[config.mk]
export PLATFORM = sky130hd
export DESIGN_NAME = am_demodulate
export DESIGN_NICKNAME = d
export VERILOG_FILES = /design/src/rtl/am_demodulate_pkg.sv /design/src/rtl/am_envelope_lpf.sv /design/src/rtl/am_demodulate.sv
export SDC_FILE = /design/constraint.sdc
export NUM_CORES = 1
export LEC_CHECK = 0
export CORE_MARGIN = 2
export CORE_UTILIZATION = 35
export CTS_BUF_LIST = sky130_fd_sc_hd__clkbuf_4 sky130_fd_sc_hd__clkbuf_8
export CTS_CLUSTER_SIZE = 28
export DETAILED_ROUTE_END_ITERATION = 10
export SETUP_SLACK_MARGIN = 0.05
export SLEW_MARGIN = 10
export SYNTH_ARGS = -nofsm -noshare
export SYNTH_HDL_FRONTEND = slang
export SYNTH_SLANG_ARGS = --single-unit
[constraint.sdc]
create_clock -name clk -period 2.7 [get_ports clk]
set_clock_uncertainty 0.2 [all_clocks]
set_input_delay 0.675 -clock clk [delete_from_list [all_inputs] [get_ports clk]]
set_output_delay 0.675 -clock clk [all_outputs]
set_load 0.03 [all_outputs]
[src/rtl/am_demodulate_pkg.sv]
// Constants and width helpers shared by the AM modulator/demodulator pair.
package am_demodulate_pkg;

  localparam int AM_DEF_IN_W  = 12;
  localparam int AM_DEF_OUT_W = 12;

  // Magnitude of a signed sample drops the sign bit.
  function automatic int mag_width(input int in_w);
    return in_w - 1;
  endfunction

  // Largest magnitude representable; the most negative input clamps here.
  function automatic int mag_max(input int in_w);
    return (1 << (in_w - 1)) - 1;
  endfunction

  function automatic int mid_scale(input int w);
    return 1 << (w - 1);
  endfunction

  function automatic int acc_width(input int in_w, input int shift);
    return mag_width(in_w) + shift;
  endfunction

endpackage

[src/rtl/am_envelope_lpf.sv]
// Envelope detector: input register, saturating abs, then a leaky-integrator IIR.
module am_envelope_lpf
  import am_demodulate_pkg::*;
#(
  parameter int IN_W      = 12,
  parameter int LPF_SHIFT = 6
) (
  input  logic                   clk,
  input  logic                   rst_n,
  input  logic signed [IN_W-1:0] sample_i,
  output logic        [IN_W-2:0] envelope_o
);

  localparam int MW = mag_width(IN_W);
  localparam int AW = acc_width(IN_W, LPF_SHIFT);
  localparam logic signed [IN_W-1:0] MOST_NEG = {1'b1, {(IN_W-1){1'b0}}};
  localparam logic [MW-1:0] MAG_SAT = MW'(mag_max(IN_W));

  logic signed [IN_W-1:0] smp_q, smp_d;
  logic [MW-1:0]          mag_q, mag_d;
  logic [AW-1:0]          acc_q, acc_d;

  always_comb begin
    smp_d = sample_i;
    if (smp_q == MOST_NEG)  mag_d = MAG_SAT;
    else if (smp_q[IN_W-1]) mag_d = MW'(-smp_q);
    else                    mag_d = smp_q[MW-1:0];
    // Leak is subtracted before the add so the sum never exceeds its fixed point.
    acc_d = acc_q - (acc_q >> LPF_SHIFT) + AW'(mag_q);
  end

  always_ff @(posedge clk or negedge rst_n) begin
    if (!rst_n) begin
      smp_q <= '0;
      mag_q <= '0;
      acc_q <= '0;
    end else begin
      smp_q <= smp_d;
      mag_q <= mag_d;
      acc_q <= acc_d;
    end
  end

  assign envelope_o = acc_q[AW-1:LPF_SHIFT];

endmodule

[src/rtl/am_demodulate.sv]
// AM envelope demodulator: IIR envelope, windowed DC estimate, DC-removed offset-binary output.
module am_demodulate
  import am_demodulate_pkg::*;
#(
  parameter int INPUT_WIDTH  = AM_DEF_IN_W,
  parameter int OUTPUT_WIDTH = AM_DEF_OUT_W,
  parameter int LPF_SHIFT    = 6,
  parameter int DC_WIN_LOG2  = 10
) (
  input  logic                          clk,
  input  logic                          RST_n,
  input  logic signed [INPUT_WIDTH-1:0] AM_wave,
  input  logic        [INPUT_WIDTH-2:0] present_thr,
  output logic       [OUTPUT_WIDTH-1:0] demod_wave,
  output logic        [INPUT_WIDTH-2:0] envelope,
  output logic        [INPUT_WIDTH-2:0] dc_est,
  output logic                          dc_update,
  output logic                          signal_present
);

  localparam int MW = mag_width(INPUT_WIDTH);
  localparam int SW = MW + DC_WIN_LOG2;
  localparam logic [OUTPUT_WIDTH-1:0] OUT_MID = OUTPUT_WIDTH'(mid_scale(OUTPUT_WIDTH));

  logic [MW-1:0]                 env;
  logic [DC_WIN_LOG2-1:0]        cnt_q, cnt_d;
  logic [SW-1:0]                 sum_q, sum_d, sum_all;
  logic [MW-1:0]                 dc_q, dc_d;
  logic                          upd_q, upd_d;
  logic                          pres_q, pres_d;
  logic [OUTPUT_WIDTH-1:0]       demod_q, demod_d;
  logic signed [INPUT_WIDTH-1:0] ac;
  logic [INPUT_WIDTH-1:0]        ac_off;
  logic                          wrap;

  am_envelope_lpf #(
    .IN_W      (INPUT_WIDTH),
    .LPF_SHIFT (LPF_SHIFT)
  ) u_env (
    .clk        (clk),
    .rst_n      (RST_n),
    .sample_i   (AM_wave),
    .envelope_o (env)
  );

  always_comb begin
    wrap    = &cnt_q;
    cnt_d   = cnt_q + 1'b1;
    // The wrap-cycle envelope completes the 2^DC_WIN_LOG2-sample window.
    sum_all = sum_q + SW'(env);
    sum_d   = wrap ? '0 : sum_all;
    dc_d    = wrap ? sum_all[SW-1:DC_WIN_LOG2] : dc_q;
    upd_d   = wrap;
    pres_d  = (dc_q >= present_thr);
    ac      = signed'({1'b0, env}) - signed'({1'b0, dc_q});
    // Adding mid-scale to a two's-complement value is an MSB flip.
    ac_off  = {~ac[INPUT_WIDTH-1], ac[INPUT_WIDTH-2:0]};
  end

  generate
    if (OUTPUT_WIDTH >= INPUT_WIDTH) begin : g_widen
      assign demod_d = OUTPUT_WIDTH'(ac_off) << (OUTPUT_WIDTH - INPUT_WIDTH);
    end else begin : g_trunc
      assign demod_d = ac_off[INPUT_WIDTH-1 -: OUTPUT_WIDTH];
    end
  endgenerate

  always_ff @(posedge clk or negedge RST_n) begin
    if (!RST_n) begin
      cnt_q   <= '0;
      sum_q   <= '0;
      dc_q    <= '0;
      upd_q   <= 1'b0;
      pres_q  <= 1'b0;
      demod_q <= OUT_MID;
    end else begin
      cnt_q   <= cnt_d;
      sum_q   <= sum_d;
      dc_q    <= dc_d;
      upd_q   <= upd_d;
      pres_q  <= pres_d;
      demod_q <= demod_d;
    end
  end

  assign envelope       = env;
  assign dc_est         = dc_q;
  assign dc_update      = upd_q;
  assign signal_present = pres_q;
  assign demod_wave     = demod_q;

endmodule

==> flow_summary_export.csv, run 1 <==
group,metric,value,unit
logic_synthesis,synth_edf_count,0,
global_routing,grt_pass1_vias,4402,
global_routing,grt_max_degree,46,
outcome,violations,"negative setup slack",
logic_synthesis,synth-main-ff-cell,"dfrtp_1",
setup_path,ff2ff_setup_slack,-60,ps
die,rows,46,
cts,cts_tree,"done",
setup_path,start_kind,"flip-flop",
hold_path,whs_endpoint,"cnt_q[0]",
logic_synthesis,yosys.cell_types.count,58,
cells_and_area,fin_util,46.04,%
cts,clk_path_buf_depth,2,
sta,worstMarginPinSlew,666.5,ps
cts,numCtsBuffers,9,
sta,setup_viol,3,
setup_path,worstRegToRegCells,10,
placed_design,portBuffers,60,
setup_path,r2r-start,"u_env.acc_q[7]",
die,die_w,132.4,um
routing,detail-route-antenna-nets,0,
cts,clk_pin_slew,100,ps
routing,drt-vias-per-instance,4.837,
routing,drt-initial-drc-count,255,
die,ios,61,
outcome,status,"complete, but fails checks",
logic_synthesis,ys_seq_elements,96,
cts,clkLatencyLatePin,390,ps
sta,fmax,361.8,MHz
die,coreArea,16000,um2
placed_design,finalWeightedCongestion,0.8894,
job,cap_violations,0,
sta,min_period,2764,ps
routing,firstDrtPassIters,4,
setup_path,cp.arrival,2870,ps
global_routing,overflow,0,
cts,cts.sinks,96,
cts,cts_root_buffer,"clkbuf_8",
hold_path,hp-start,"cnt_q[0]",
sta,layout_setup_ws,-64.09,ps
cells_and_area,final_common_cell,"dfrtp_1",
routing,wl,12.99,mm
cells_and_area,drive_gt1_share,18.79,%
setup_path,endpoint_kind,"flip-flop",
logic_synthesis,syn_area_per_cell,9.752,um2
routing,vias,4416,
cells_and_area,antenna_cells,0,
global_routing,grt_pass1_wl,21.53,mm
sta,whs,250.5,ps
die,start_util,36.08,%
die,die-area,17540,um2
setup_path,path_max_fanout,4,
die,die_y,132.4,um
logic_synthesis,yosys_warnings,0,
hold_path,hold_class,"flip-flop to flip-flop",
routing,post-route-drc-count,0,
routing,wire_per_inst,14.23,um
setup_path,r2r_end,"u_env.acc_q[9]",
global_routing,track_usage,15.33,%
logic_synthesis,synth_cells,592,
logic_synthesis,synth_area,5773,um2
cells_and_area,layout-area-overhead-vs-synth,27.59,%
setup_path,crit_type,"flip-flop to flip-flop",
cells_and_area,final_cell_mix,"dfrtp_1, inv_1, clkdlybuf4s50_1, nand2_1, buf_4",
hold_path,hold-path-cell-count,1,
setup_path,cp.required,2810,ps
logic_synthesis,syn_nets,682,
sta,period_share,102.4,%
sta,rsz0062_at_grt,"true",
logic_synthesis,ys_async_sr_fraction,100.0,%
global_routing,antenna_found_initial,0,
cts,htreeDepth,3,
placed_design,place_hpwl,9.805,mm
sta,slew_viol_final,0,
sta,slew_headroom,55.52,%
cells_and_area,num-nets-final,782,
sta,totalNegativeSetupSlack,-103.9,ps
logic_synthesis,ys_seq_area_share,41.63,%
cells_and_area,n_fill_cell,1506,
sta,hold_viol,0,
-- cell usage after synthesis (2+ instances only) --
library cell	number	area, um2
or3_1	4	25.02
ha_1	52	650.6
nand2b_1	5	31.28
o31ai_1	6	45.04
inv_1	85	319.1
and3_2	2	15.01
o21ai_0	20	100.1
o211ai_1	4	30.03
xnor2_1	33	289.0
and2_1	3	18.77
a21boi_0	3	22.52
xor2_1	18	157.7
o311a_1	2	20.02
a211oi_1	8	60.06
fa_1	13	260.3
a31oi_1	3	18.77
buf_4	11	82.58
o311ai_0	2	17.52
nand4_1	8	50.05
nor2b_1	7	43.79
clkbuf_1	8	30.03
a211o_1	2	17.52
o21a_1	12	90.09
nand3_1	15	75.07
dfrtp_1	95	2377
a21o_1	9	67.56
nor2_1	46	172.7
nand2_1	48	180.2
nor3_1	7	35.03
o21ai_1	5	25.02
o21bai_1	2	15.01
a21oi_1	26	130.1
nand3b_1	3	22.52
-- how the worst max path moves through the flow --
stage	from	endpoint	slack, ps	cells after the start
global placement	u_env.acc_q[8]	u_env.acc_q[13]	-110	8
detailed placement	u_env.acc_q[8]	u_env.acc_q[10]	-170	8
finish	u_env.acc_q[7]	u_env.acc_q[9]	-60	10
floorplan	u_env.acc_q[7]	u_env.acc_q[14]	30	10
global route	u_env.acc_q[7]	u_env.acc_q[9]	-180	10
CTS	u_env.acc_q[7]	u_env.acc_q[14]	9	10
-- state kept, by name, summed over array words and instances, names as in the netlist --
signal and cells:
cnt_q 10, dc_update 1, signal_present 1, dc_est 11
u_env.acc_q 17, demod_wave 12, sum_q 21, u_env.smp_q 12
u_env.mag_q 11
-- worst max-delay path, cell delays in order, from the launching register on --
cell,delay [ps]
dfrtp_2,450
fa_2,570
inv_2,60
ha_4,240
a211oi_4,270
o21ai_2,120
buf_4,150
a211oi_2,230
o31ai_1,110
a21oi_1,160
xnor2_1,140
-- per-layer routing --
metal  part of all wire (%)  vias to the layer above  GRT usage [%]
met5                      0                        -              0
met4                    1.8                        0          5.615
met3                    4.7                       17          3.027
met2                     47                       99          24.01
li1                       -                     2167              -
met1                     47                     2133          21.15
-- kinds of logic (layout without fill, tap and decap cells) --
group	count (synthesis)	count (layout)	share of synthesized area, %
and+or+nand+nor	157	157	12.90
muxes	1	1	0.1734
AOI/OAI and AO/OA	116	116	13.55
DFF	96	96	41.63
buffers and inverters	106	211	8.236
xor gates and xnor gates	51	51	7.737
adders and majority gates	65	65	15.78
-- stage by stage --
stage	cell area (um2)	setup slack, ps	instances
detailed placement	6827	-172.1	887
finish	7366	-64.09	913
CTS	7199	8.953	910
global placement	6827	-112.8	887
floorplan	5802	26.83	592
global route	7366	-183.8	913
-- timing repair --
item                                    in CTS  in global routing
hold endpoints to repair                    17                  0
endpoints found under the setup margin      26                 34
gates resized for setup                     26                 37
pin swaps                                   26                 31
buffers inserted                             6                  3
cloned                                       0                  0
hold buffers                                 1                  0
-- area by class of cell --
cell class                      count  area, um2  area share [%]
Tap cell                          216      270.3           3.669
Timing Repair Buffer              110      998.5           13.56
Sequential cell                    96       2407           32.68
Clock inverter                      6      43.79          0.5945
Multi-Input combinational cell    390       3196           43.38
Clock buffer                       10      131.4           1.784
Inverter                           85      319.1           4.332
Power of run 1 is left out: the tool's default activity adds up to more than one toggle a clock period on the data nets, which glitch-free logic cannot reach.
==> run 2: changes to the inputs <==
--- a/config.mk
+++ b/config.mk
@@ -5,6 +5,7 @@
 export SDC_FILE = /design/constraint.sdc
 export NUM_CORES = 1
 export LEC_CHECK = 0
+export CORE_ASPECT_RATIO = 0.5
 export CORE_MARGIN = 2
 export CORE_UTILIZATION = 35
 export CTS_BUF_LIST = sky130_fd_sc_hd__clkbuf_4 sky130_fd_sc_hd__clkbuf_8
==> constraint.sdc (replaced) <==
create_clock -name clk -period 2.7 [get_ports clk]
set_clock_uncertainty 0.2 [all_clocks]
set_input_delay 0.675 -clock clk [delete_from_list [all_inputs] [get_ports clk]]
set_output_delay 0.675 -clock clk [all_outputs]
set_load 0.05 [all_outputs]
==> flow_summary_export.csv, run 2 (synthesized netlist as in run 1, its figures left out) <==
group,metric,value,unit
outcome,status,"complete, but fails checks",
outcome,violations,"negative setup slack",
cells_and_area,num-nets-final,787,
routing,wl,13.20,mm
sta,fmax,365.8,MHz
routing,post-route-drc-count,0,
placed_design,place_hpwl,9.917,mm
cts,cts_root_buffer,"clkbuf_8",
setup_path,cp.required,2770,ps
setup_path,start_kind,"flip-flop",
global_routing,grt_max_degree,39,
hold_path,hold_class,"primary input to asynchronous set/reset pin",
cts,clkLatencyLatePin,380,ps
placed_design,portBuffers,60,
placed_design,post-place-ws,-125.5,ps
sta,min_period,2734,ps
sta,slew_headroom,53.20,%
cts,htreeDepth,3,
setup_path,endpoint_kind,"flip-flop",
setup_path,cp.arrival,2800,ps
global_routing,grt_pass1_wl,21.25,mm
sta,period_share,101.3,%
routing,drt-vias-per-instance,4.615,
sta,slew_viol_final,0,
cts,cts_tree,"done",
cells_and_area,antenna_cells,0,
routing,wire_per_inst,14.21,um
global_routing,antenna_found_initial,0,
sta,layout_setup_ws,-33.96,ps
job,cap_violations,0,
die,die-area,17600,um2
setup_path,worstRegToRegCells,9,
sta,rsz0062_at_grt,"true",
die,die_y,94.82,um
setup_path,r2r-start,"u_env.acc_q[7]",
sta,setup_viol,2,
cells_and_area,reg.largest.list,"sum_q (21), u_env.acc_q (17)",
die,start_util,35.49,%
die,die_w,185.6,um
cts,cts.sinks,96,
setup_path,r2r_end,"u_env.acc_q[16]",
routing,drt-initial-drc-count,212,
placed_design,finalWeightedCongestion,0.8532,
cells_and_area,regMostFlops,"sum_q",
setup_path,crit_type,"flip-flop to flip-flop",
cells_and_area,largest_register_ffs,21,
setup_path,path_max_fanout,3,
routing,firstDrtPassIters,4,
setup_path,ff2ff_setup_slack,-30,ps
sta,hold_viol,0,
cts,holdBufCountCts,0,
routing,detail-route-antenna-nets,0,
global_routing,overflow,0,
global_routing,grt_pass1_vias,4237,
cts,numCtsBuffers,9,
cells_and_area,final_cell_mix,"dfrtp_1, inv_1, buf_4, nand2_1, clkdlybuf4s50_1",
cells_and_area,drive_gt1_share,20.09,%
cts,clk_path_buf_depth,2,
setup_path,startpoint,"u_env.acc_q[7]",
cells_and_area,n_fill_cell,1578,
global_routing,track_usage,15.74,%
die,ios,61,
cells_and_area,final_common_cell,"dfrtp_1",
sta,worstMarginPinSlew,701.2,ps
die,coreArea,16270,um2
die,rows,33,
cts,clk_pin_slew,110,ps
routing,vias,4287,
cells_and_area,layout-area-overhead-vs-synth,28.72,%
## run 2: cell types whose count changed in the layout (fill, tap and decap cells not counted), sizes merged, moves of 2 or more
cell and delta:
buf +10, clkdlybuf4s50 -10, clkinv -2, dlygate4sd2 +6, inv +4
## run 2: metrics by stage
step | hold WS [ps] | cells | area (um2) | TNS, ps | utilization (%)
6_report | 23.23 | 929 | 7431 | -45.37 | 45.68
5_1_grt | 35.70 | 929 | 7431 | -668.3 | 45.68
4_1_cts | 19.68 | 925 | 7251 | -28.62 | 44.57
3_5_place_dp | 244.2 | 904 | 6878 | -530.9 | 42.28
3_3_place_gp | 238.0 | 904 | 6878 | -219.6 | 42.28
2_1_floorplan | 179.4 | 592 | 5802 | 0 | -
## run 2: area by class of cell
cell class / instances / area [um2] / share of cell area (%)
Tap cell: 227 / 284.0 / 3.822
Clock inverter: 7 / 60.06 / 0.8082
Clock buffer: 9 / 123.9 / 1.667
Multi-Input combinational cell: 390 / 3218 / 43.31
Timing Repair Buffer: 115 / 1020 / 13.72
Inverter: 85 / 319.1 / 4.294
Sequential cell: 96 / 2406 / 32.38
## run 2: critical path: stages (launching register included)
cell and delay (ps):
dfrtp_2 440, fa_1 490, buf_6 140, fa_2 410, nor2b_4 160, o31ai_4 100
a21o_1 220, o311ai_2 270, a21oi_2 100, xnor2_1 130
## run 2: what timing repair did
action,CTS,global route
buffers inserted,5,5
pin swaps,22,34
endpoints found under the setup margin,36,33
resized for setup,35,37
## run 2: how the worst max path moves through the flow
| stage | end | slack (ps) |
|---|---|---|
| after detailed placement | u_env.acc_q[16] | -130 |
| after floorplan | u_env.acc_q[14] | 30 |
| after CTS | u_env.acc_q[16] | -10 |
| after global placement | u_env.acc_q[16] | -60 |
| after global routing | u_env.acc_q[16] | -150 |
| final | u_env.acc_q[16] | -30 |
## run 2: per-layer routing
layer | global-route usage (%) | part of all wire [%] | vias to the layer above
li1 | - | - | 2177
met1 | 21.97 | 50 | 2039
met2 | 25.40 | 46 | 62
met3 | 3.471 | 3.4 | 9
met4 | 2.953 | 0.73 | 0
met5 | 0 | 0 | -
Power of run 2 is left out for the same reason.
==> run 3: changes to the inputs <==
--- a/config.mk
+++ b/config.mk
@@ -11,6 +11,7 @@
 export CTS_BUF_LIST = sky130_fd_sc_hd__clkbuf_4 sky130_fd_sc_hd__clkbuf_8
 export CTS_CLUSTER_SIZE = 28
 export DETAILED_ROUTE_END_ITERATION = 10
+export PLACE_DENSITY = 0.66
 export SETUP_SLACK_MARGIN = 0.05
 export SLEW_MARGIN = 10
 export SYNTH_ARGS = -nofsm -noshare
==> flow_summary_export.csv, run 3 (synthesized netlist as in run 1, its figures left out) <==
group,metric,value,unit
cells_and_area,drive_gt1_share,19.66,%
global_routing,antenna_found_initial,0,
global_routing,overflow,0,
cts,htreeDepth,3,
die,die_w,185.6,um
cells_and_area,final_common_cell,"dfrtp_1",
sta,slew_headroom,65.19,%
setup_path,path_max_fanout,4,
outcome,status,"finished clean",
global_routing,grt_pass1_wl,20.51,mm
routing,drt-vias-per-instance,4.662,
cells_and_area,final_cell_mix,"dfrtp_1, inv_1, buf_4, clkdlybuf4s50_1, nand2_1",
placed_design,finalWeightedCongestion,0.8836,
job,cap_violations,0,
cells_and_area,layout-area-overhead-vs-synth,28.83,%
die,coreArea,16270,um2
global_routing,grt_pass1_vias,4157,
die,ios,61,
sta,setup_viol,0,
routing,drt-initial-drc-count,207,
global_routing,track_usage,15.13,%
sta,min_period,2698,ps
sta,hold_viol,0,
sta,rsz0062_at_grt,"true",
routing,wire_per_inst,13.68,um
cells_and_area,n_fill_cell,1522,
global_routing,gr-max-usage-layer,"met2",
placed_design,portBuffers,60,
routing,wl,12.71,mm
global_routing,grt_max_degree,38,
setup_path,cp.required,2780,ps
cts,cts.sinks,96,
routing,firstDrtPassIters,4,
sta,slew_viol_final,0,
setup_path,start_kind,"flip-flop",
die,start_util,35.49,%
cts,cts_root_buffer,"clkbuf_8",
hold_path,hold_class,"primary input to asynchronous set/reset pin",
routing,post-route-drc-count,0,
sta,period_share,99.93,%
cells_and_area,antenna_cells,0,
setup_path,crit_type,"flip-flop to flip-flop",
cts,clkLatencyLatePin,370,ps
cts,numCtsBuffers,9,
global_routing,met3_usage,3.394,%
sta,fmax,370.6,MHz
placed_design,place_hpwl,9.531,mm
setup_path,worstRegToRegCells,11,
die,die_y,94.82,um
sta,worstMarginPinSlew,520.5,ps
routing,detail-route-antenna-nets,0,
cts,clk_path_buf_depth,2,
cts,clk_pin_slew,100,ps
placed_design,placed_cell_area,6870,um2
cells_and_area,num-nets-final,787,
global_routing,globalRouteMet1Util,20.81,%
setup_path,ff2ff_setup_slack,2,ps
setup_path,cp.arrival,2780,ps
cells_and_area,regMostFlops,"sum_q",
cts,cts_tree,"done",
cells_and_area,finalInstanceArea,7437,um2
routing,vias,4331,
die,rows,33,
setup_path,endpoint_kind,"flip-flop",
die,die-area,17600,um2
cts,holdBufCountCts,0,
cells_and_area,reg.largest.list,"sum_q (21), u_env.acc_q (17)",
cells_and_area,largest_register_ffs,21,
global_routing,grt_use_met2,24.13,%
run 3: cell count changes in the layout (fill, tap and decap cells not counted), sizes merged:
cell           change
clkdlybuf4s50      +1
clkbuf             +1
clkinv             -1
inv                -1
dlygate4sd2        +2
clkinvlp           +1
buf                -3
run 3: through the flow:
stage	setup WS, ps	instances	TNS, ps	util (%)	hold WS, ps
floorplan	26.83	592	0	-	179.4
global placement	-126.2	902	-498.0	42.23	234.8
detailed placement	-165.6	902	-764.8	42.23	242.1
CTS	-78.88	925	-78.88	44.67	36.00
global route	-108.9	929	-489.0	45.72	52.35
finish	1.867	929	0	45.72	41.27
run 3: repair_timing:
action | in CTS | in global routing
hold endpoints to repair | 0 | 0
gates resized for setup | 41 | 36
endpoints found under the setup margin | 30 | 35
pin swaps | 24 | 28
setup buffers | 7 | 4
run 3: final timing paths:
path                                   end             from
setup / recovery            u_env.acc_q[9]  u_env.acc_q[10]
hold / removal             u_env.mag_q[10]            RST_n
max in group asynchronous   demod_wave[11]            RST_n
hold reg to reg                   cnt_q[0]         cnt_q[0]
setup reg to reg            u_env.acc_q[9]  u_env.acc_q[10]
min in group clk                  cnt_q[0]         cnt_q[0]
run 3: area by class of cell:
cell class | count | area (um2) | area share, %
clock inverter | 6 | 50.05 | 0.6729
inverter | 85 | 319.1 | 4.290
timing repair buffer | 115 | 1032 | 13.88
tap | 227 | 284.0 | 3.819
multi-input combinational | 390 | 3213 | 43.20
clock buffer | 10 | 131.4 | 1.766
sequential | 96 | 2407 | 32.37
run 3: per-layer routing:
metal,vias to the layer above,share of wire (%)
li1,2175,-
met1,2067,49
met2,74,46
met3,15,3.9
met4,0,1.5
met5,-,0
run 3: critical path: stages, from the launching register on:
cell and delay (ps):
dfrtp_1 410, buf_6 130, fa_1 490, inv_2 50
ha_4 220, buf_4 130, o21a_4 220, buf_6 120
a211oi_4 270, o31ai_2 90, a21oi_2 130, xnor2_1 140
Power of run 3 is left out for the same reason.
==> RTL edit 1 (config.mk and constraints of run 1) <==
`AM_DEF_OUT_W`: 12 -> 24.
--- a/src/rtl/am_demodulate_pkg.sv
+++ b/src/rtl/am_demodulate_pkg.sv
@@ -4,3 +4,3 @@
   localparam int AM_DEF_IN_W  = 12;
-  localparam int AM_DEF_OUT_W = 12;
+  localparam int AM_DEF_OUT_W = 24;
 
Ports: changed (resized demod_wave); port bits go from 61 to 73. The function was not compared with the original's and may differ.
==> RTL edit 1 against run 1 <==
  * Maximum frequency rose by 3.3%
  * Count of clock-buffer cells in the layout fell by 1
  * Sequential share of layout area fell by 0.78 points
  * Non-clock buffer count fell by 2
  * Routed wire length rose by 4.6%
  * Synthesized area rose by 1.6%
  * First-iteration DRC count rose by 21%
  * Synthesized cell count rose by 2.2%
  * Utilization fell by 0.18 points
  * Worst setup slack improved by 0.089 ns
  * Design area rose by 2.5%
  * Sequential cell count did not move
  * Highest routed layer unchanged
Power is left out: the tool's default activity adds up to more than one toggle a clock period on the data nets, which glitch-free logic cannot reach.
==> RTL edit 1: results (changes against run 1) <==
Area contributors post-synth: dfrtp_1 41%, ha_1 11%, inv_1 5.4% (was dfrtp_1 41%, ha_1 11%, inv_1 5.5%)
Compound-Gate Fraction of Synth Area: 13.3% (was 13.5%)
fraction of layout instances using a drive strength above 1: 20.2% (was 18.8%)
synth unique cells: 59 (was 58)
FF-to-FF Start: u_env.acc_q[10] (was u_env.acc_q[7])
R2R setup slack: 0.03 ns (was -0.06 ns)
met2 usage: 26.0% (was 24.0%)
Max FO, Critical Path: 3 (was 4)
DRT Wirelength: 13.6 mm (was 13.0 mm)
WHS: 0.272 ns (was 0.251 ns)
number of fillers in the final layout: 1,560 (was 1,506)
Final nets: 792 (was 782)
vias in the first global route: 4,526 (was 4,402)
mux share of post-synthesis cell area: 0.171% (was 0.173%)
worst reg2reg endpoint: u_env.acc_q[16] (was u_env.acc_q[9])
Vias: 4,394 (was 4,416)
Max-slew headroom: 56.0% (was 55.5%)
status: complete, no violations (was complete, but fails checks)
Detailed Place HPWL: 10.1 mm (was 9.81 mm)
dpl cell area: 6890 sq um (was 6830 sq um)
register area share after synthesis: 41.0% (was 41.6%)
GRT Total Usage: 15.6% (was 15.3%)
crit path DAT: 2.75 ns (was 2.87 ns)
gpl congestion: 0.843 (was 0.889)
Avg Cell Area, Syn: 9.70 sq um (was 9.75 sq um)
worst slack at placement: -0.103 ns (was -0.172 ns)
==> RTL edit 1: cell count changes after synthesis <==
| cell | run 1 | this run |
|---|---|---|
| conb_1 | 0 | 1 |
| buf_4 | 11 | 23 |
==> RTL edit 1: worst register-to-register path, stage by stage, from the launching register on <==
cell      delay, ns
dfrtp_2        0.45
buf_6          0.14
fa_1           0.49
inv_2          0.05
ha_4           0.27
o21a_1         0.16
o31ai_4        0.10
a21o_1         0.23
o311ai_2       0.26
a21oi_2        0.09
xnor2_1        0.13
==> RTL edit 1: timing repair <==
| action | 4_1_cts | 5_1_grt |
|---|---|---|
| pin swaps | 32 | 44 |
| endpoints found under the setup margin | 30 | 35 |
| gates resized for setup | 37 | 53 |
| setup buffers | 4 | 2 |
| endpoints found under the hold margin | 19 | 0 |
| hold buffers | 1 | 0 |
==> RTL edit 1: per-stage QoR <==
step | utilization, % | TNS, ns
after floorplan | - | 0
after global placement | 41.9 | -0.235
after detailed placement | 41.9 | -0.432
after CTS | 44.5 | -0.000602
after global routing | 45.9 | -0.172
final | 45.9 | 0
==> RTL edit 1: routing by layer <==
layer / routed length [um] / share of wire (%)
met5: 0 / 0
met1: 6280 / 46
met4: 265 / 1.9
met3: 371 / 2.7
met2: 6680 / 49
==> RTL edit 1: layout make-up <==
cell class / count / area [sq um] / area share (%)
inverter: 85 / 322 / 4.26
clock inverter: 7 / 80.1 / 1.06
multi-input combinational: 402 / 3350 / 44.3
timing repair buffer: 108 / 996 / 13.2
tap: 220 / 275 / 3.65
sequential: 96 / 2410 / 31.9
clock buffer: 9 / 124 / 1.64
==> RTL edit 2 (flow settings as in run 1) <==
Made on the original files. Register the output `demod_wave` once more, with the module's reset; this adds one clock of latency there. The other outputs are not delayed to match.
--- a/src/rtl/am_demodulate.sv
+++ b/src/rtl/am_demodulate.sv
@@ -89,3 +89,9 @@
   assign signal_present = pres_q;
-  assign demod_wave     = demod_q;
+  always_ff @(posedge clk or negedge RST_n) begin
+    if (!RST_n) begin
+      demod_wave <= '0;
+    end else begin
+      demod_wave <= demod_q;
+    end
+  end
 
Function: changed (Yosys sat finds a counterexample within 4 cycles, from zero or initial values and one cycle with RST_n low).
==> RTL edit 2 against run 1 <==
  * The flow still finishes with violations (setup timing)
  * Design area up 5.9%
  * Non-clock buffer count fell by 4
  * Sequential cell count grew 12
  * Worst setup slack gained 0.024 ns
  * Via count is 1.0% higher
  * Routed wire length rose by 4.8%
  * First-iteration DRC count down 25%
  * Die area grew 5.0%
  * Synthesized area grew 5.2%
  * Count of clock-buffer cells in the layout decreased by 1
Power is not shown: default switching activity piles up to over one toggle a cycle in this logic, so the estimate is an artifact.
==> RTL edit 2: results (changes against run 1) <==
post-placement cell count: 905 (was 887)
Area contributors post-synth: dfrtp_1 44%, ha_1 11%, inv_1 5.3% (was dfrtp_1 41%, ha_1 11%, inv_1 5.5%)
Port Buffers: 60 (unchanged)
Max FO, Critical Path: 4 (unchanged)
first-pass GRT wire length: 22.2 mm (was 21.5 mm)
TritonCTS Buffers: 9 (unchanged)
Setup violations, final: 2 (was 3)
# diodes: 0 (unchanged)
CTS root buf: clkbuf_8 (unchanged)
register area share after synthesis: 44.5% (was 41.6%)
H-tree levels: 3 (unchanged)
DRT iter0 DRCs: 191 (was 255)
R2R cell count: 9 (was 10)
pin count of the biggest net entering global routing: 48 (was 46)
Top Registers: sum_q: 21 flops, u_env.acc_q: 17 flops (unchanged)
Detailed Routing Iterations Pass 1: 4 (unchanged)
Vias: 4,460 (was 4,416)
status: complete, but fails checks (unchanged)
routed vias/inst: 4.80 (was 4.84)
DRT Wirelength: 13.6 mm (was 13.0 mm)
fraction of layout instances using a drive strength above 1: 19.3% (was 18.8%)
syn_nets: 694 (was 682)
fin worst setup slack: -0.0406 ns (was -0.0641 ns)
violated checks: setup timing (unchanged)
CTS clock-pin slew for the worst setup and hold paths: 0.12 ns (was 0.10 ns)
Final nets: 790 (was 782)
multi-input logic area: 3310 sq um (was 3200 sq um)
slowest stage delay, CP: 0.58 ns
crit path launch: u_env.acc_q[7] (unchanged)
vias in the first global route: 4,436 (was 4,402)
top cell types by occurrence after synthesis: 107 x dfrtp_1, 85 x inv_1, 52 x ha_1 (was 95 x dfrtp_1, 85 x inv_1, 52 x ha_1)
crit path DAT: 2.87 ns (about the same)
Hold Path Class: in -> async (was reg -> reg)
worst setup path endpoint: u_env.acc_q[9] (unchanged)
GRT Total Usage: 15.7% (was 15.3%)
dpl cell area: 7130 sq um (was 6830 sq um)
synth unique cells: 58 (unchanged)
YS warnings: 0 (unchanged)
clk_lat worst skew: 0.41 ns (was 0.39 ns)
FFs w/ async S/R, synth: 100% (unchanged)
slowest cell on the critical path: fa_2 (unchanged)
top_reg_cell synth: dfrtp_1 (unchanged)
number of fillers in the final layout: 1,555 (was 1,506)
initial antenna violation count: 0 (unchanged)
gpl congestion: 0.880 (was 0.889)
Detailed Place HPWL: 9.98 mm (was 9.81 mm)
Avg Cell Area, Syn: 10.1 sq um (was 9.75 sq um)
slew of the pin with the lowest slew margin: 0.638 ns (was 0.667 ns)
clk buf depth: 2 (unchanged)
worst slack at placement: -0.129 ns (was -0.172 ns)
-- RTL edit 2: metal layers --
layer	vias to the layer above	GRT usage (%)	part of all wire [%]
li1	2203	-	-
met1	2131	20.2	46
met2	98	25.6	48
met3	28	3.63	4.0
met4	0	6.08	2.6
met5	-	0	0
-- RTL edit 2: area by class of cell --
type / count / area share [%]
clock buffer: 9 / 1.59
clock inverter: 7 / 1.06
inverter: 85 / 4.09
sequential: 108 / 34.7
multi-input combinational: 390 / 42.5
tap: 225 / 3.61
timing repair buffer: 106 / 12.5
-- RTL edit 2: kinds of logic (layout without fill, tap and decap cells) --
family / Yosys count / count (layout) / share of synthesized area (%)
fa+ha+maj: 65 / 65 / 15.0
mux: 1 / 1 / 0.165
simple gates: 157 / 157 / 12.3
compound gates: 116 / 116 / 12.9
flops: 108 / 108 / 44.5
xor+xnor: 51 / 51 / 7.35
buf+inv: 106 / 207 / 7.83
-- RTL edit 2: timing repair --
| item | 4_1_cts | 5_1_grt |
|---|---|---|
| buffers inserted | 5 | 5 |
| gates resized for setup | 44 | 35 |
| setup endpoints to repair | 33 | 35 |
| pin swaps | 27 | 29 |
| hold buffers | 0 | 0 |
-- RTL edit 2: worst max-delay path: cells and delay by family, from the launching register on --
kind                       cells  cell delay, ns
AOI/OAI and AO/OA              5            0.98
adders and majority gates      2            0.82
DFF                            1            0.45
xor gates and xnor gates       1            0.17
buffers and inverters          1            0.05
-- RTL edit 2: per-stage QoR --
step / hold WS [ns] / setup TNS [ns]
4_1_cts: 0.104 / 0
5_1_grt: 0.122 / -0.493
3_5_place_dp: 0.135 / -0.818
2_1_floorplan: 0.131 / 0
6_report: 0.0873 / -0.0437
3_3_place_gp: 0.131 / -0.194
